<file path="src/rtl/fwd_stall_ctrl_pkg.sv">
// Shared types for the forwarding/stall controller: operand-select encodings
// and the per-stage scoreboard entry.
package fwd_stall_ctrl_pkg;

    localparam int REG_AW = 3;

    typedef enum logic [1:0] {
        SEL_RF    = 2'b00,
        SEL_EXMEM = 2'b01,
        SEL_MEMWB = 2'b10
    } fwd_sel_e;

    typedef struct packed {
        logic              valid;
        logic [REG_AW-1:0] rd;
        logic              wr;
        logic              load;
    } sb_entry_t;

    typedef struct packed {
        sb_entry_t ex;
        sb_entry_t mem;
        sb_entry_t wb;
    } sb_state_t;

endpackage

</file>
<file path="src/rtl/fwd_stall_if.sv">
// ID-stage request and hazard-control response bundle. The ID side drives the
// instruction description; the controller answers with stall/forward controls.
// Handshake: no valid/ready; id_valid qualifies the ID fields every cycle, and
// stall is the only back-pressure (ID must hold its fields while stall is high).
interface fwd_stall_if #(
    parameter int REG_AW = 3,
    parameter int CNT_W  = 16
);
    import fwd_stall_ctrl_pkg::*;

    logic              id_valid;
    logic [REG_AW-1:0] id_rs1;
    logic [REG_AW-1:0] id_rs2;
    logic              id_rs1_used;
    logic              id_rs2_used;
    logic [REG_AW-1:0] id_rd;
    logic              id_wr_en;
    logic              id_is_load;
    logic              ex_flush;

    logic              stall;
    logic [1:0]        fwd_a_sel;
    logic [1:0]        fwd_b_sel;
    logic              idex_bubble;
    logic [CNT_W-1:0]  stall_cnt;
    sb_state_t         sb_dbg;

    modport master (
        output id_valid, id_rs1, id_rs2, id_rs1_used, id_rs2_used,
               id_rd, id_wr_en, id_is_load, ex_flush,
        input  stall, fwd_a_sel, fwd_b_sel, idex_bubble, stall_cnt, sb_dbg
    );

    modport slave (
        input  id_valid, id_rs1, id_rs2, id_rs1_used, id_rs2_used,
               id_rd, id_wr_en, id_is_load, ex_flush,
        output stall, fwd_a_sel, fwd_b_sel, idex_bubble, stall_cnt, sb_dbg
    );

endinterface

</file>
<file path="src/rtl/fwd_stall_ctrl_match.sv">
// Compares one source register against one scoreboard entry; r0 never matches
// because it is hardwired to zero.
module fwd_match
    import fwd_stall_ctrl_pkg::*;
(
    input  logic [REG_AW-1:0] src_i,
    input  logic              used_i,
    input  sb_entry_t         entry_i,
    output logic              hit_o
);

    assign hit_o = used_i && (src_i != '0) && entry_i.valid && entry_i.wr
                   && (entry_i.rd == src_i);

endmodule

</file>
<file path="src/rtl/fwd_stall_ctrl.sv">
// Load-use stall detection and EX operand forwarding control for a 5-stage
// pipeline, driven by a three-entry EX/MEM/WB scoreboard.
module fwd_stall_ctrl #(
    parameter int REG_AW = fwd_stall_ctrl_pkg::REG_AW,
    parameter int CNT_W  = 16
) (
    input logic      clk,
    input logic      rst,
    fwd_stall_if.slave bus
);
    import fwd_stall_ctrl_pkg::*;

    sb_entry_t        ex_q, mem_q, wb_q, ex_d;
    fwd_sel_e         a_sel_q, b_sel_q, a_sel_d, b_sel_d;
    logic [CNT_W-1:0] cnt_q, cnt_d;

    logic [REG_AW-1:0] rs1, rs2, rd;
    logic a_ex, a_mem, b_ex, b_mem;
    logic stall, bubble, issue;

    assign rs1 = bus.id_rs1;
    assign rs2 = bus.id_rs2;
    assign rd  = bus.id_rd;

    fwd_match u_a_ex  (.src_i(rs1), .used_i(bus.id_rs1_used), .entry_i(ex_q),  .hit_o(a_ex));
    fwd_match u_a_mem (.src_i(rs1), .used_i(bus.id_rs1_used), .entry_i(mem_q), .hit_o(a_mem));
    fwd_match u_b_ex  (.src_i(rs2), .used_i(bus.id_rs2_used), .entry_i(ex_q),  .hit_o(b_ex));
    fwd_match u_b_mem (.src_i(rs2), .used_i(bus.id_rs2_used), .entry_i(mem_q), .hit_o(b_mem));

    always_comb begin
        stall = 1'b0;
        if (!rst && bus.id_valid && !bus.ex_flush && ex_q.load && (a_ex || b_ex))
            stall = 1'b1;
        bubble = stall || (!rst && bus.ex_flush);
        issue  = bus.id_valid && !stall && !bus.ex_flush;

        ex_d = '0;
        if (issue)
            ex_d = '{valid: 1'b1, rd: rd, wr: bus.id_wr_en, load: bus.id_is_load};

        // An issuing instruction never sees an EX load match (that case stalls),
        // so an EX hit here is always forwardable from EX/MEM.
        a_sel_d = SEL_RF;
        b_sel_d = SEL_RF;
        if (issue) begin
            if (a_ex)       a_sel_d = SEL_EXMEM;
            else if (a_mem) a_sel_d = SEL_MEMWB;
            if (b_ex)       b_sel_d = SEL_EXMEM;
            else if (b_mem) b_sel_d = SEL_MEMWB;
        end

        cnt_d = cnt_q;
        if (stall && (cnt_q != {CNT_W{1'b1}}))
            cnt_d = cnt_q + 1'b1;
    end

    always_ff @(posedge clk) begin
        if (rst) begin
            ex_q    <= '0;
            mem_q   <= '0;
            wb_q    <= '0;
            a_sel_q <= SEL_RF;
            b_sel_q <= SEL_RF;
            cnt_q   <= '0;
        end else begin
            ex_q    <= ex_d;
            mem_q   <= ex_q;
            wb_q    <= mem_q;
            a_sel_q <= a_sel_d;
            b_sel_q <= b_sel_d;
            cnt_q   <= cnt_d;
        end
    end

    assign bus.stall       = stall;
    assign bus.idex_bubble = bubble;
    assign bus.fwd_a_sel   = a_sel_q;
    assign bus.fwd_b_sel   = b_sel_q;
    assign bus.stall_cnt   = cnt_q;
    assign bus.sb_dbg      = '{ex: ex_q, mem: mem_q, wb: wb_q};

endmodule

</file>
<file path="src/flat_wrapper.sv">
// flat-port wrapper written by rule: the top's interface ports become plain ports
module fwd_stall_ctrl_flat import fwd_stall_ctrl_pkg::*;
#(
    parameter int REG_AW = fwd_stall_ctrl_pkg::REG_AW,
    parameter int CNT_W  = 16
)
  (clk, rst, bus_id_valid, bus_id_rs1, bus_id_rs2, bus_id_rs1_used, bus_id_rs2_used, bus_id_rd, bus_id_wr_en, bus_id_is_load, bus_ex_flush, bus_stall, bus_fwd_a_sel, bus_fwd_b_sel, bus_idex_bubble, bus_stall_cnt, bus_sb_dbg);
  fwd_stall_if #(.REG_AW(REG_AW), .CNT_W(CNT_W)) bus_i ();
  input logic clk;
  input logic rst;
  input wire logic [$bits(bus_i.id_valid)-1:0] bus_id_valid;
  input wire logic [$bits(bus_i.id_rs1)-1:0] bus_id_rs1;
  input wire logic [$bits(bus_i.id_rs2)-1:0] bus_id_rs2;
  input wire logic [$bits(bus_i.id_rs1_used)-1:0] bus_id_rs1_used;
  input wire logic [$bits(bus_i.id_rs2_used)-1:0] bus_id_rs2_used;
  input wire logic [$bits(bus_i.id_rd)-1:0] bus_id_rd;
  input wire logic [$bits(bus_i.id_wr_en)-1:0] bus_id_wr_en;
  input wire logic [$bits(bus_i.id_is_load)-1:0] bus_id_is_load;
  input wire logic [$bits(bus_i.ex_flush)-1:0] bus_ex_flush;
  output wire logic [$bits(bus_i.stall)-1:0] bus_stall;
  output wire logic [$bits(bus_i.fwd_a_sel)-1:0] bus_fwd_a_sel;
  output wire logic [$bits(bus_i.fwd_b_sel)-1:0] bus_fwd_b_sel;
  output wire logic [$bits(bus_i.idex_bubble)-1:0] bus_idex_bubble;
  output wire logic [$bits(bus_i.stall_cnt)-1:0] bus_stall_cnt;
  output wire logic [$bits(bus_i.sb_dbg)-1:0] bus_sb_dbg;
  assign bus_i.id_valid = bus_id_valid;
  assign bus_i.id_rs1 = bus_id_rs1;
  assign bus_i.id_rs2 = bus_id_rs2;
  assign bus_i.id_rs1_used = bus_id_rs1_used;
  assign bus_i.id_rs2_used = bus_id_rs2_used;
  assign bus_i.id_rd = bus_id_rd;
  assign bus_i.id_wr_en = bus_id_wr_en;
  assign bus_i.id_is_load = bus_id_is_load;
  assign bus_i.ex_flush = bus_ex_flush;
  assign bus_stall = bus_i.stall;
  assign bus_fwd_a_sel = bus_i.fwd_a_sel;
  assign bus_fwd_b_sel = bus_i.fwd_b_sel;
  assign bus_idex_bubble = bus_i.idex_bubble;
  assign bus_stall_cnt = bus_i.stall_cnt;
  assign bus_sb_dbg = bus_i.sb_dbg;
  fwd_stall_ctrl #(.REG_AW(REG_AW), .CNT_W(CNT_W)) u_core (.clk(clk), .rst(rst), .bus(bus_i));
endmodule
</file>
<file path="config.mk">
export PLATFORM = sky130hd
export DESIGN_NAME = fwd_stall_ctrl_flat
export DESIGN_NICKNAME = d
export VERILOG_FILES = /design/src/rtl/fwd_stall_ctrl_pkg.sv /design/src/rtl/fwd_stall_if.sv /design/src/rtl/fwd_stall_ctrl_match.sv /design/src/rtl/fwd_stall_ctrl.sv /design/src/flat_wrapper.sv
export SDC_FILE = /design/constraint.sdc
export NUM_CORES = 1
export LEC_CHECK = 0
export ABC_CLOCK_PERIOD_IN_PS = 4300
export BUFFER_PORTS_ARGS = -buffer_cell sky130_fd_sc_hd__clkbuf_2
export CORE_MARGIN = 1.5
export CORE_UTILIZATION = 53
export DETAILED_ROUTE_END_ITERATION = 16
export GPL_TIMING_DRIVEN = 0
export PLACE_DENSITY_LB_ADDON = 0.1
export SLEW_MARGIN = 0
export SYNTH_ARGS = -nofsm -noshare
export SYNTH_HDL_FRONTEND = slang
export SYNTH_HIERARCHICAL = 1
export SYNTH_SLANG_ARGS = --single-unit
</file>
<file path="constraint.sdc">
create_clock -name clk -period 4.3 [get_ports clk]
set_input_delay 0.645 -clock clk [delete_from_list [all_inputs] [get_ports clk]]
set_output_delay 0.645 -clock clk [all_outputs]
set_load 0.05 [all_outputs]
</file>
==> results of run 1 <==
[worst max-delay path, stage by stage]
cell and delay [ps]:
clkbuf_2 130, or3b_1 380, a211o_1 270, a21oi_2 220, o21a_1 250, nand2_1 220, inv_1 170, a21o_1 90
clkbuf_2 260
[flip-flops by register name, indices dropped and copies added (netlist names)]
name,count
u_core/bus.sb_dbg,18
u_core/bus.fwd_b_sel,2
u_core/bus.fwd_a_sel,2
u_core/bus.stall_cnt,16
[through the flow]
step	setup WS [ps]	utilization, %	cells
final	1010	70.3	292
after global routing	850	70.3	292
after CTS	1020	70.3	292
after detailed placement	877	66.6	284
after global placement	913	66.6	284
after floorplan	1040	-	184
[routing by layer]
metal,vias up,track usage [%],wire (um)
met5,-,0,0
met4,0,9.52,62
met3,5,6.33,249
met2,54,38.9,1840
met1,726,26.9,1670
li1,808,-,-
[synthesized netlist by cell type, types with 2 or more instances]
master    instances  share of area (%)
or3_1             4                1.5
nor2_1            4               0.88
clkbuf_1          4               0.88
or2_2             2               0.74
or4_1             7                3.1
inv_1             4               0.88
nor4b_1           3                1.5
o21ai_0           6                1.8
or3b_1            4                2.1
mux2_2            2                1.3
nor2b_1          15                5.5
nand2_1          13                2.9
a21oi_2           4                2.1
dfxtp_1          38                 45
and3_1            7                2.6
nand4_1           8                2.9
a211o_1           4                2.1
nand3_1           9                2.7
o31ai_1           5                2.2
nor4_1            5                1.8
nor3_1            2               0.59
xnor2_1           8                4.1
a21oi_1          11                3.2
[power breakdown]
group,switching [mW],internal [mW]
Combinational,0.0312,0.0176
Sequential,0.00356,0.355
Clock,0.119,0.197
Total,0.154,0.570
[layout make-up]
class,count,area share [%]
well taps,44,2.57
multi-input cells,137,42.1
inverters,4,0.700
clock buffers,6,2.39
clock inverters,2,2.80
repair buffers,56,13.1
plain buffers,5,0.933
flip-flops and latches,38,35.5
[path summary, 6_finish.rpt]
| check | start | to | slack, ps | cells past startpoint |
|---|---|---|---|---|
| max | bus_id_rs2[2] | bus_idex_bubble | 1010 | 9 |
| min | u_core/bus.sb_dbg[6] | u_core/bus.sb_dbg[0] | 470 | 1 |
| max reg2reg | u_core/bus.sb_dbg[16] | u_core/bus.stall_cnt[9] | 1220 | 8 |
| min reg2reg | u_core/bus.sb_dbg[6] | u_core/bus.sb_dbg[0] | 470 | 1 |
[cells by family (layout without fill, tap and decap cells)]
kind of cell	after synthesis	in the layout	share of synthesized area, %
xor gates and xnor gates	8	8	4.12
AOI/OAI and AO/OA	35	35	13.6
DFF	38	38	44.8
and+or+nand+nor	89	89	32.1
muxes	4	4	2.58
adders and majority gates	1	1	0.736
buffers and inverters	9	73	2.06
==> flow_metrics.py, run 1 <==
metrics = {
    "outcome": {
        "status": "completed",
    },
    "route": {
        "firstDrtPassIters": 4,
        "routedWlPerCell_um": 13.1,
        "vias": 1593,
        "viasPerCell": 5.46,
        "ant_nets": 0,
        "routed_wl_mm": 3.82,
        "drc": 0,
        "dr.first_iter.drc_count": 66,
    },
    "global_route": {
        "grt_pass1_vias": 1378,
        "antenna_found_initial": 0,
        "grt_max_degree": 13,
        "grt_pass1_wl_mm": 6.05,
        "grt.total_usage_pct": 22.8,
        "grt-ovfl-total": 0,
    },
    "worst_setup_path": {
        "crit_type": "in2out",
        "cp-start-kind": "primary input",
        "end_kind": "output pin",
        "crit_required_ps": 3650,
        "worstPathArrival_ps": 2650,
        "cp_max_fo": 10,
    },
    "cells_and_area": {
        "area_growth_pct": 26.3,
        "layout.nets": 265,
        "final_area_um2": 2150,
        "final_cell_mix": "57 x clkbuf_2, 38 x dfxtp_1, 15 x nor2b_1, 13 x nand2_1, 11 x a21oi_1",
        "nFillCells": 271,
        "multiInputGateArea_um2": 903,
        "drive_gt1_share_pct": 30.2,
        "layout_commonest_cell": "clkbuf_2",
        "antennaDiodeCount": 0,
        "register_area_um2": 761,
    },
    "die": {
        "core_area_um2": 3050,
        "start_util_pct": 55.7,
        "core.rowCount": 20,
        "die-height_um": 59.6,
        "die-area_um2": 3550,
        "io_pins": 57,
        "fp.dieW_um": 59.6,
    },
    "synth": {
        "mappedNetlistArea_um2": 1700,
        "ys_ff_latch": 38,
        "synth_cell_type_count": 38,
        "syn_avg_cell_area_um2": 9.23,
        "async_reset_ff_share_pct": 0,
        "seq_area_frac_synth_pct": 44.8,
        "synthCells": 184,
        "synth_ff_type": "dfxtp_1",
        "syn-num-nets": 202,
        "yosys_warnings": 6,
        "synth_edf_count": 0,
    },
    "cts": {
        "post_cts_resized": 0,
        "clock_sinks": 38,
        "post_cts_buffers": 0,
        "cts_hold_buffers": 0,
        "tritoncts": "done",
        "clk_path_buf_depth": 2,
        "htreeDepth": 2,
        "insertion_delay_ps": 350,
        "cts_made_buffers": 5,
        "root_buffer": "clkbuf_4",
        "clkTransAtPathRegs_ps": 110,
    },
    "timing": {
        "rsz0062_at_grt": "false",
        "slew_headroom_pct": 41.2,
        "tns_ps": 0,
        "hold_viol": 0,
        "skew_ps": 8.64,
        "period_minus_slack_ps": 3290,
        "worst_pin_slew_ps": 874,
        "setup_viol": 0,
        "max_clock_freq_mhz": 304,
        "post-route-period-util_pct": 76.6,
        "slew_viol_final": 0,
        "whs_ps": 471,
    },
    "min_path": {
        "hold_path_class": "reg2reg",
    },
    "power_and_ir_drop": {
        "p_leak_nw": 0.855,
        "power_mw": 0.724,
        "p_per_area_nw_per_um2": 337,
        "peakVddDrop_mv": 0.224,
    },
    "placement": {
        "hpwl_mm": 2.84,
        "gp_congestion": 0.798,
        "port-buffer-count": 56,
        "dpl_cell_area_um2": 2030,
    },
    "job": {
        "drv_cap": 0,
    },
}
Power figures use the tool's default switching activity.
==> inputs of run 2 (changes only) <==
ABC_AREA = 1   (was not set)
ABC_CLOCK_PERIOD_IN_PS = 2900   (was 4300)
CORE_UTILIZATION = 47   (was 53)
clock period = 2.9 ns   (was 4.3 ns; I/O delays follow)
==> run 2 against run 1 <==
Critical endpoint unchanged. Register-to-register slack got worse by 150 ps. Sequential share of layout area fell by 4.3 points. Clock skew fell by 1.4 ps. Utilization fell by 10 points. Total power rose by 36%. Routed wire length rose by 15%. Via count rose by 23%. Highest routed layer unchanged. Cell area rose by 14%. Flip-flop and latch count did not move. Sequential power rose by 48%. Worst hold slack got worse by 140 ps. Count of clock-buffer cells in the layout rose by 1.
==> flow_metrics.py, run 2 <==
metrics = {
    "global_route": {
        "antenna_found_initial": 0,
        "grt.total_usage_pct": 20.5,
        "grt_pass1_wl_mm": 7.13,
        "grt_busiest_layer": "met2",
        "use_met3_pct": 4.93,
        "grt-ovfl-total": 0,
        "grt_max_degree": 12,
        "use_met1_pct": 23.4,
        "grt_pass1_vias": 1690,
        "use_met2_pct": 37.5,
    },
    "cts": {
        "cts_hold_buffers": 0,
        "cts_made_buffers": 5,
        "htreeDepth": 2,
        "tritoncts": "done",
        "insertion_delay_ps": 280,
        "clk_path_buf_depth": 2,
        "root_buffer": "clkbuf_8",
        "clock_sinks": 38,
        "clkTransAtPathRegs_ps": 70,
        "post_cts_buffers": 0,
        "post_cts_resized": 0,
    },
    "die": {
        "fp.dieW_um": 68.4,
        "die-area_um2": 4680,
        "core.rowCount": 23,
        "start_util_pct": 49.5,
        "core_area_um2": 4060,
        "die-height_um": 68.4,
        "io_pins": 57,
    },
    "cells_and_area": {
        "area_growth_pct": 21.6,
        "fin_util_pct": 60.2,
        "final_cell_mix": "80 x nor2_1, 72 x nand2_1, 56 x clkbuf_2, 44 x inv_1, 38 x dfxtp_1",
        "layout_commonest_cell": "nor2_1",
        "layout.nets": 388,
        "largest_reg_flops": 18,
        "antennaDiodeCount": 0,
        "drive_gt1_share_pct": 24.5,
    },
    "outcome": {
        "status": "completed",
    },
    "synth": {
        "syn-num-nets": 325,
        "synth_ff_type": "dfxtp_1",
        "yosysMostFrequentCell": "nor2_1",
        "yosys_warnings": 6,
        "synth_common_cells": "80 x nor2_1, 72 x nand2_1, 44 x inv_1, 38 x dfxtp_1, 11 x nand3_1",
        "async_reset_ff_share_pct": 0,
        "synthCells": 307,
        "synth_cell_type_count": 25,
        "ys_ff_latch": 38,
        "mappedNetlistArea_um2": 2010,
        "seq_area_frac_synth_pct": 37.9,
        "synth_area_leaders": "dfxtp_1 38%, nor2_1 15%, nand2_1 13%",
        "yosysTopAreaCellShare_pct": 37.9,
        "syn_avg_cell_area_um2": 6.55,
        "synth_edf_count": 0,
        "yosysTopAreaCell": "dfxtp_1",
    },
    "worst_setup_path": {
        "crit_required_ps": 2470,
        "end_kind": "output pin",
        "r2r_slack_ps": 1070,
        "cp_max_fo": 10,
        "worstPathArrival_ps": 1980,
        "crit_type": "reg2out",
        "cp-start-kind": "flip-flop",
    },
    "route": {
        "routedWlPerCell_um": 10.5,
        "drc": 0,
        "ant_nets": 0,
        "firstDrtPassIters": 4,
        "dr.first_iter.drc_count": 79,
        "viasPerCell": 4.67,
        "routed_wl_mm": 4.40,
        "vias": 1967,
    },
    "timing": {
        "max_clock_freq_mhz": 415,
        "worst_pin_slew_ps": 474,
        "setup_slack_ps": 489,
        "whs_ps": 335,
        "setup_viol": 0,
        "post-route-period-util_pct": 83.1,
        "slew_viol_final": 0,
        "period_minus_slack_ps": 2410,
        "skew_ps": 7.22,
        "hold_viol": 0,
        "rsz0062_at_grt": "false",
        "slew_headroom_pct": 68.4,
        "tns_ps": 0,
    },
    "power_and_ir_drop": {
        "p_leak_nw": 1.19,
        "p_per_area_nw_per_um2": 402,
        "peakVddDrop_mv": 0.235,
    },
    "placement": {
        "hpwl_mm": 3.51,
        "gp_congestion": 0.887,
        "port-buffer-count": 56,
        "dp_slack_ps": 619,
    },
    "job": {
        "drv_cap": 0,
    },
    "min_path": {
        "hold_path_class": "in2reg",
    },
}
-- run 2: layout make-up --
class | count | area, um^2
repair buffers | 56 | 280
inverters | 50 | 198
well taps | 50 | 62.6
flip-flops and latches | 38 | 761
clock inverters | 1 | 5.00
clock buffers | 7 | 86.3
fillers | 397 | 1610
multi-input cells | 217 | 1040
plain buffers | 2 | 11.3
-- run 2: path summary, 6_finish.rpt --
path	start	end	cells after the start
setup / recovery	u_core/bus.sb_dbg[14]	bus_idex_bubble	11
hold / removal	bus_id_rd[1]	u_core/bus.sb_dbg[15]	3
setup reg to reg	u_core/bus.sb_dbg[14]	u_core/bus.stall_cnt[14]	13
hold reg to reg	u_core/bus.sb_dbg[6]	u_core/bus.sb_dbg[0]	2
-- run 2: cell families (layout without fill, tap and decap cells) --
family / Yosys count / after routing / synth area share [%]
AND/OR/NAND/NOR: 196 / 196 / 45.4
buffers and inverters: 52 / 116 / 10.4
flip-flops: 38 / 38 / 37.9
AO/OA/AOI/OAI: 16 / 16 / 3.98
XOR/XNOR: 4 / 4 / 1.74
adder cells (fa/ha/maj): 1 / 1 / 0.623
-- run 2: metal layers --
metal  up-vias  wire length [um]
li1       1055                 -
met1       861              1910
met2        46              2230
met3         5               217
met4         0                40
met5         -                 0
-- run 2: where the power goes --
group	total, mW	internal, mW	switching, mW
logic	0.0808	0.0263	0.0545
clock network	0.371	0.192	0.180
registers	0.531	0.526	0.00440
total	0.983	0.744	0.239
-- run 2: critical path, cell delays in order, from the launching register on --
cell and delay, ps:
dfxtp_1 420, inv_1 60, nand2_1 50, nand2_1 40, nor2_1 90, nand2_1 50
nor2_1 150, inv_1 100, nand2_1 110, nand3_4 190, o21ai_0 130, clkbuf_2 300
-- run 2: metrics by stage --
step / power [mW] / instances / area (um^2)
floorplan: 0.596 / 307 / 2010
finish: 0.983 / 421 / 2440
CTS: 0.998 / 421 / 2440
detailed placement: 0.624 / 413 / 2350
global route: 1.03 / 421 / 2440
global placement: 0.623 / 413 / 2350
